<file path="src/rtl/piso_pkg.sv">
// piso_pkg: shared types and constants for the piso_tx8 serial transmitter.
//   tx_state_t  : transmitter FSM states (PARITY exists only when the
//                 PISO_TX8_PARITY_EN macro is defined)
//   SDO_IDLE    : line level while no frame is in progress
//   START_BIT   : level of the start bit
//   STOP_BIT    : level of the stop bit
package piso_pkg;

  typedef enum logic [2:0] {
    IDLE   = 3'd0,
    START  = 3'd1,
    DATA   = 3'd2,
`ifdef PISO_TX8_PARITY_EN
    PARITY = 3'd3,
`endif
    STOP   = 3'd4
  } tx_state_t;

  localparam logic SDO_IDLE  = 1'b1;
  localparam logic START_BIT = 1'b0;
  localparam logic STOP_BIT  = 1'b1;

endpackage

</file>
<file path="src/rtl/piso_shreg.sv">
// piso_shreg: WIDTH-bit parallel-load / serial-shift register.
// Ports:
//   clk    : system clock, rising edge
//   reset  : synchronous active-high clear
//   load   : capture din (has priority over shift)
//   shift  : move the next bit into the output position
//   din    : parallel word
//   sbit   : bit currently at the output end (d[0] side when LSB_FIRST=1,
//            d[WIDTH-1] side otherwise)
module piso_shreg #(
  parameter int WIDTH     = 8,
  parameter bit LSB_FIRST = 1'b1
) (
  input  logic             clk,
  input  logic             reset,
  input  logic             load,
  input  logic             shift,
  input  logic [WIDTH-1:0] din,
  output logic             sbit
);

  logic [WIDTH-1:0] q;

  always_ff @(posedge clk) begin
    if (reset) begin
      q <= '0;
    end else if (load) begin
      q <= din;
    end else if (shift) begin
      if (LSB_FIRST) q <= {1'b0, q[WIDTH-1:1]};
      else           q <= {q[WIDTH-2:0], 1'b0};
    end
  end

  assign sbit = LSB_FIRST ? q[0] : q[WIDTH-1];

endmodule

</file>
<file path="src/rtl/piso_tx8.sv">
// piso_tx8: parallel-in / serial-out frame transmitter.
// Frame on sdo: start bit (0), WIDTH data bits, optional even-parity bit,
// stop bit (1). A word is accepted via d_valid/d_ready on any clock edge
// while idle; afterwards the frame advances one bit per clock where en=1.
// Optional feature: define PISO_TX8_PARITY_EN to insert the parity bit.
// Ports:
//   clk     : system clock, rising edge
//   reset   : synchronous active-high reset
//   en      : bit-rate tick
//   d_valid : word on d is offered
//   d       : parallel data word (WIDTH bits)
//   d_ready : transmitter can accept a word
//   sdo     : serial data out, idles high
//   busy    : frame in progress
//   done    : one-clock pulse when the stop bit completes
module piso_tx8
  import piso_pkg::*;
#(
  parameter int WIDTH     = 8,
  parameter bit LSB_FIRST = 1'b1
) (
  input  logic             clk,
  input  logic             reset,
  input  logic             en,
  input  logic             d_valid,
  input  logic [WIDTH-1:0] d,
  output logic             d_ready,
  output logic             sdo,
  output logic             busy,
  output logic             done
);

  localparam int CW = (WIDTH > 1) ? $clog2(WIDTH) : 1;
  localparam logic [CW-1:0] CNT_LAST = CW'(WIDTH - 1);

  tx_state_t     state, state_nx;
  logic [CW-1:0] cnt, cnt_nx;
  logic          sdo_nx, busy_nx, ready_nx, done_nx;
  logic          load, shift, sbit;

  piso_shreg #(
    .WIDTH     (WIDTH),
    .LSB_FIRST (LSB_FIRST)
  ) u_shreg (
    .clk   (clk),
    .reset (reset),
    .load  (load),
    .shift (shift),
    .din   (d),
    .sbit  (sbit)
  );

`ifdef PISO_TX8_PARITY_EN
  // Parity is taken from the word as accepted, since the shift register
  // no longer holds the full word by the time the parity bit is sent.
  logic par_q;

  always_ff @(posedge clk) begin
    if (reset)     par_q <= 1'b0;
    else if (load) par_q <= ^d;
  end
`endif

  always_ff @(posedge clk) begin
    if (reset) begin
      state   <= IDLE;
      cnt     <= '0;
      sdo     <= SDO_IDLE;
      busy    <= 1'b0;
      d_ready <= 1'b1;
      done    <= 1'b0;
    end else begin
      state   <= state_nx;
      cnt     <= cnt_nx;
      sdo     <= sdo_nx;
      busy    <= busy_nx;
      d_ready <= ready_nx;
      done    <= done_nx;
    end
  end

  // cnt is the index of the data bit currently on sdo while in DATA.
  always_comb begin
    state_nx = state;
    cnt_nx   = cnt;
    sdo_nx   = sdo;
    busy_nx  = busy;
    ready_nx = d_ready;
    done_nx  = 1'b0;
    load     = 1'b0;
    shift    = 1'b0;

    case (state)
      IDLE: begin
        // Accept does not wait for en; the start bit then lasts until
        // the next en tick.
        if (d_valid && d_ready) begin
          load     = 1'b1;
          cnt_nx   = '0;
          state_nx = START;
          sdo_nx   = START_BIT;
          busy_nx  = 1'b1;
          ready_nx = 1'b0;
        end
      end
      START: begin
        if (en) begin
          state_nx = DATA;
          sdo_nx   = sbit;
          shift    = 1'b1;
        end
      end
      DATA: begin
        if (en) begin
          if (cnt == CNT_LAST) begin
`ifdef PISO_TX8_PARITY_EN
            state_nx = PARITY;
            sdo_nx   = par_q;
`else
            state_nx = STOP;
            sdo_nx   = STOP_BIT;
`endif
          end else begin
            sdo_nx = sbit;
            shift  = 1'b1;
            cnt_nx = cnt + CW'(1);
          end
        end
      end
`ifdef PISO_TX8_PARITY_EN
      PARITY: begin
        if (en) begin
          state_nx = STOP;
          sdo_nx   = STOP_BIT;
        end
      end
`endif
      STOP: begin
        if (en) begin
          state_nx = IDLE;
          sdo_nx   = SDO_IDLE;
          busy_nx  = 1'b0;
          ready_nx = 1'b1;
          done_nx  = 1'b1;
        end
      end
      default: begin
        state_nx = IDLE;
        sdo_nx   = SDO_IDLE;
        busy_nx  = 1'b0;
        ready_nx = 1'b1;
      end
    endcase
  end

endmodule

</file>
<file path="config.mk">
export PLATFORM = sky130hd
export DESIGN_NAME = piso_tx8
export DESIGN_NICKNAME = d
export VERILOG_FILES = /design/src/rtl/piso_pkg.sv /design/src/rtl/piso_shreg.sv /design/src/rtl/piso_tx8.sv
export SDC_FILE = /design/constraint.sdc
export NUM_CORES = 1
export LEC_CHECK = 0
export BUFFER_PORTS_ARGS = -buffer_cell sky130_fd_sc_hd__buf_2
export CORE_MARGIN = 1
export CORE_UTILIZATION = 48
export CTS_CLUSTER_SIZE = 24
export DETAILED_ROUTE_END_ITERATION = 16
export MAX_ROUTING_LAYER = met4
export PLACE_DENSITY = 0.81
export RECOVER_POWER = 50
export SYNTH_ARGS = -nofsm -noshare
export SYNTH_HDL_FRONTEND = slang
export SYNTH_SLANG_ARGS = --single-unit
export TNS_END_PERCENT = 50
</file>
<file path="constraint.sdc">
create_clock -name clk -period 1.6 [get_ports clk]
set_input_delay 0.16 -clock clk [delete_from_list [all_inputs] [get_ports clk]]
set_output_delay 0.16 -clock clk [all_outputs]
set_load 0.01 [all_outputs]
</file>
==> results of run 1 <==
-- layout make-up --
type	instances	share of cell area, %
multi-input combinational	75	49.8
clock buffer	4	3.38
timing repair buffer	18	9.79
sequential	18	33.8
inverter	1	0.350
tap	25	2.91
-- path summary, 6_finish.rpt --
| path | startpoint | end | slack (ps) |
|---|---|---|---|
| worst min-delay path | d[7] | u_shreg.q[7]$_SDFFE_PP0P_ | 130 |
| worst min register to register | u_shreg.q[7]$_SDFFE_PP0P_ | u_shreg.q[7]$_SDFFE_PP0P_ | 500 |
| worst max-delay path | cnt[0]$_SDFFE_PP0P_ | cnt[2]$_SDFFE_PP0P_ | 70 |
| worst max register to register | cnt[0]$_SDFFE_PP0P_ | cnt[2]$_SDFFE_PP0P_ | 70 |
-- flip-flops by register name, summed over array words and instances (netlist names) --
| signal | cells |
|---|---|
| d_ready | 1 |
| state | 3 |
| u_shreg.q | 8 |
| sdo | 1 |
| done | 1 |
| busy | 1 |
| cnt | 3 |
-- power groups by stage --
stage	combinational, uW	sequential, uW	clock, uW
2_1_floorplan	168	526	0
3_3_place_gp	218	532	0
6_report	224	526	285
4_1_cts	228	525	293
5_1_grt	247	532	305
3_5_place_dp	225	535	0
-- placed cells by master, fill, tap and decap left out --
master    instances
dfxtp_2           2
a211oi_1          7
a21oi_1           3
nand4_1           1
nand2_1           6
and3b_1           1
o21a_1            2
dfxtp_1          16
a21boi_1          1
mux2i_1          10
ha_4              2
a21boi_2          1
or3_1             1
nor2_1           16
nor2b_1           3
nand3b_1          3
nor3_1            1
nand3_1           3
a31o_2            1
and2_1            3
a32oi_1           1
nor3b_4           1
buf_2            11
o22ai_1           1
clkbuf_1          4
inv_1             1
clkbuf_8          1
clkbuf_4          3
o21ai_4           1
buf_12            1
buf_4             2
nor4b_1           1
a211o_1           1
nand2b_1          2
o21ai_0           2
-- repair_timing --
action / in CTS / in global routing
pin swaps: 3 / 7
setup endpoints to repair: 10 / 10
buffers inserted: 0 / 1
gates resized for setup: 1 / 5
-- per-layer routing --
layer | global-route usage [%] | part of all wire (%)
met5 | - | 0
met4 | 17.0 | 2.8
met3 | 3.17 | 2.6
met2 | 33.7 | 49
met1 | 22.7 | 45
-- worst max-delay path: stages (launching register included) --
cell,delay [ps]
dfxtp_2,350
ha_4,160
ha_4,170
nand3b_1,180
a21boi_2,250
mux2i_1,240
nor2_1,50
-- cell families after synthesis --
| group | synth area share (%) |
|---|---|
| AND/OR/NAND/NOR | 24.5 |
| AO/OA/AOI/OAI | 17.5 |
| flip-flops | 39.4 |
| multiplexers | 10.9 |
| buffers and inverters | 4.92 |
| adder cells (fa/ha/maj) | 2.74 |
-- stage by stage --
step / instance area, um^2 / cells / hold WS, ps / setup slack [ps] / setup TNS [ps]
after floorplan: 915 / 101 / 308 / 97.9 / 0
after global placement: 1010 / 137 / 428 / 17.6 / 0
after detailed placement: 1010 / 137 / 461 / -36.1 / -95.4
after CTS: 1050 / 141 / 133 / 0.897 / 0
after global routing: 1070 / 141 / 137 / -16.3 / -54.3
final: 1070 / 141 / 132 / 73.8 / 0
==> flow_summary.yaml, run 1 <==
pwr:
  p_per_area_nw_per_um2: 963
  power_leakage_uw: 0.000458
  clock_power_share_pct: 27.5
  p_sw_uw: 295
  irDropWorstVdd_v: 0.000552
  finalPower_uw: 1030
  p_comb_share_pct: 21.7
  p_int_uw: 739
  switching_share_pct: 28.5
  power_frac_seq_pct: 50.8
die:
  fp.dieArea_um2: 2080
  rows: 15
  start_util_pct: 51.8
  dieHeight_um: 45.7
  core_um2: 1760
  ios: 16
  die_w_um: 45.7
timing:
  setup_violations: 0
  clock_skew_ps: 7.11
  grt_setup_unrepaired: "true"
  period_share_pct: 95.4
  maxSlewHeadroom_pct: 75.9
  hold_viol: 0
  fin_crit_ps: 1530
  fmax_mhz: 655
  worst_pin_slew_ps: 360
  final_max_slew_viol_count: 0
global_route:
  grt_max_degree: 20
  grtUsageTotal_pct: 21.0
  antenna_found_initial: 0
  overflow: 0
  grt_pass1_vias: 714
  grt_pass1_wl_um: 2940
synthesis:
  async_reset_ff_share_pct: 0
  synth.area.top_cells: "dfxtp_1 (39%), mux2i_1 (11%), nor2_1 (6.6%), a211oi_1 (5.7%), ha_1 (2.7%)"
  syn_area_per_cell_um2: 9.06
  synth_flop_cell: "dfxtp_1"
  synth_top_area_cell: "dfxtp_1"
  synthTopCellsByCount: "dfxtp_1 (18), nor2_1 (16), mux2i_1 (10), a211oi_1 (7), nand2_1 (6)"
  synth_edf_count: 0
  synth_top_area_share_pct: 39.4
  seq_area_frac_synth_pct: 39.4
  yosys_warnings: 0
  syn_inst: 101
  synth.distinct_cells: 32
  synth.most_common_cell: "dfxtp_1"
  ys_ff_latch: 18
  synth.net_count: 115
  synth_area_um2: 915
job:
  drv_cap: 0
routing:
  first_pass_iters: 3
  final_antenna_net_count: 0
  drtIter0Drc: 6
  viasPerCell: 5.46
  drcViolationCount: 0
  wl_per_cell_um: 12.8
  drt-total-wl_um: 1800
  vias: 770
worst_setup_path:
  crit_arrival_ps: 1710
  end_kind: "flip-flop"
  crit_path_start_kind: "flip-flop"
  worst-path-max-fanout: 5
  r2r_cells: 6
  critical_path_class: "flip-flop to flip-flop"
  worst_ep_required_time_ps: 1780
final_layout:
  num-nets-final: 131
  n_fill_cell: 173
  num_antenna_cells: 0
  seqCellArea_um2: 363
  multiInputGateArea_um2: 534
  syn_to_final_growth_pct: 17.4
  drive_above_1_share_pct: 22.4
  postLayoutCoreUtil_pct: 60.9
clock_network:
  cts_tree: "built"
  clk_pin_slew_ps: 110
  cts_buffers: 3
  clk_latency_ps: 300
  cts.hold.buffers_added: 0
  clkSinkCount: 18
  cts_htree_levels: 1
  ctsLongestPathBuffers: 2
  root_buffer: "clkbuf_4"
placement:
  gp_congestion: 0.834
  dp_hpwl_um: 1230
  port_buffers: 15
outcome:
  status: "completed"
hold_path:
  hold_depth: 3
  hold_class: "input port to flip-flop"
(Power assumes the default switching activity.)
==> run 2, diff against run 1 <==
CORE_UTILIZATION = 51   (was 48)
CTS_BUF_LIST = sky130_fd_sc_hd__clkbuf_8   (was default)
MAX_ROUTING_LAYER = default   (was met4)
PLACE_DENSITY = 0.85   (was 0.81)
==> flow_summary.yaml, run 2 (synthesized netlist as in run 1, its figures left out) <==
placement:
  port_buffers: 15
  dpl.cell_count: 135
  dp_slack_ps: -52.3
  gp_congestion: 0.803
  dp_hpwl_um: 1210
pwr:
  irDropWorstVdd_v: 0.000694
  p_per_area_nw_per_um2: 978
  power_leakage_uw: 0.000451
  finalPower_uw: 1050
clock_network:
  root_buffer: "clkbuf_8"
  ctsLongestPathBuffers: 2
  clkSinkCount: 18
  cts_buffers: 3
  cts_htree_levels: 1
  cts_tree: "built"
  clk_latency_ps: 250
  clk_pin_slew_ps: 60
  cts.hold.buffers_added: 0
timing:
  hold_viol: 0
  fin_ws_ps: 78.8
  final_max_slew_viol_count: 0
  clock_skew_ps: 7.56
  fmax_mhz: 657
  period_share_pct: 95.1
  maxSlewHeadroom_pct: 73.6
  setup_violations: 0
  tns_ps: 0
  fin_crit_ps: 1520
  worst_pin_slew_ps: 396
global_route:
  grt_max_degree: 20
  grt_pass1_wl_um: 3100
  antenna_found_initial: 0
  grt_pass1_vias: 744
  grtUsageTotal_pct: 21.2
  overflow: 0
final_layout:
  num_antenna_cells: 0
  drive_above_1_share_pct: 22.6
  top_register: "u_shreg.q"
  finalNonFillerCells: 139
  reg.largest.list: "u_shreg.q: 8 flops, cnt: 3 flops, state: 3 flops"
  largest_reg_flops: 8
  num-nets-final: 131
  syn_to_final_growth_pct: 17.4
  layout_common_cells: "nor2_1 (16), dfxtp_1 (16), buf_2 (11)"
  n_fill_cell: 146
worst_setup_path:
  cpMostUsedCell: "ha_4"
  cp_slowest_cell: "dfxtp_4"
  max_stage_delay_ps: 360
  worst-path-max-fanout: 4
  end_kind: "flip-flop"
  crit_path_start_kind: "flip-flop"
  cp_cell_sequence: "ha_4 > ha_4 > nand3b_1 > a21boi_2 > mux2i_1 > nor2_1"
  worst_ep_required_time_ps: 1730
  r2r-start: "cnt[0]$_SDFFE_PP0P_"
  startpoint: "cnt[0]$_SDFFE_PP0P_"
  cpLargestDelayFamily: "flip-flops"
  crit_arrival_ps: 1650
  critical_path_class: "flip-flop to flip-flop"
  crit_buf_inv: 0
die:
  die_w_um: 44.4
  rows: 14
  ios: 16
  fp.dieArea_um2: 1970
  core_um2: 1590
  start_util_pct: 57.4
  dieHeight_um: 44.4
routing:
  wl_per_cell_um: 12.8
  drcViolationCount: 0
  first_pass_iters: 4
  viasPerCell: 5.53
  drtIter0Drc: 2
  vias: 768
  final_antenna_net_count: 0
  drt-total-wl_um: 1780
hold_path:
  min_from: "d[7]"
  hold_class: "input port to flip-flop"
job:
  drv_cap: 0
outcome:
  status: "completed"
## run 2: what timing repair did
action                                  4_1_cts  5_1_grt
gates resized for setup                       2        7
buffers inserted                              0        3
pin swaps                                     5        6
endpoints found under the setup margin       10       10
## run 2: worst min-delay path: cells and delay by family
kind,cells,cell delay (ps)
AO/OA/AOI/OAI,1,60
buffers and inverters,1,90
AND/OR/NAND/NOR,1,60
## run 2: layout make-up
type / instances / area, um^2 / share of cell area (%)
multi-input cells: 75 / 544 / 50.7
inverters: 1 / 3.75 / 0.350
well taps: 24 / 30.0 / 2.80
clock buffers: 3 / 41.3 / 3.85
repair buffers: 18 / 88.8 / 8.28
flip-flops and latches: 18 / 365 / 34.0
## run 2: power breakdown
part           switching (uW)  total, uW  leakage (uW)  internal (uW)
combinational             115        213      0.000280           98.2
sequential               34.9        527      0.000149            492
clock                     144        311     0.0000216            167
total                     293       1050      0.000451            757
## run 2: path summary, 6_finish.rpt
kind / endpoint / slack [ps] / depth (start not counted)
worst max-delay path: cnt[2]$_SDFFE_PP0P_ / 80 / 6
worst min-delay path: u_shreg.q[7]$_SDFFE_PP0P_ / 180 / 3
worst max register to register: cnt[2]$_SDFFE_PP0P_ / 80 / 6
worst min register to register: u_shreg.q[7]$_SDFFE_PP0P_ / 480 / 2
## run 2: layer usage
metal / wire length (um) / global-route usage (%) / vias up
li1: - / - / 384
met1: 790 / 24.6 / 362
met2: 898 / 36.8 / 20
met3: 78 / 6.53 / 2
met4: 13 / 7.27 / 0
met5: 0 / 0 / -
## run 2: through the flow
stage / utilization [%] / hold WS, ps / instance area, um^2
floorplan: - / 308 / 915
global placement: 62.3 / 431 / 993
detailed placement: 62.3 / 438 / 993
CTS: 65.7 / 171 / 1050
global route: 67.3 / 179 / 1070
finish: 67.3 / 176 / 1070
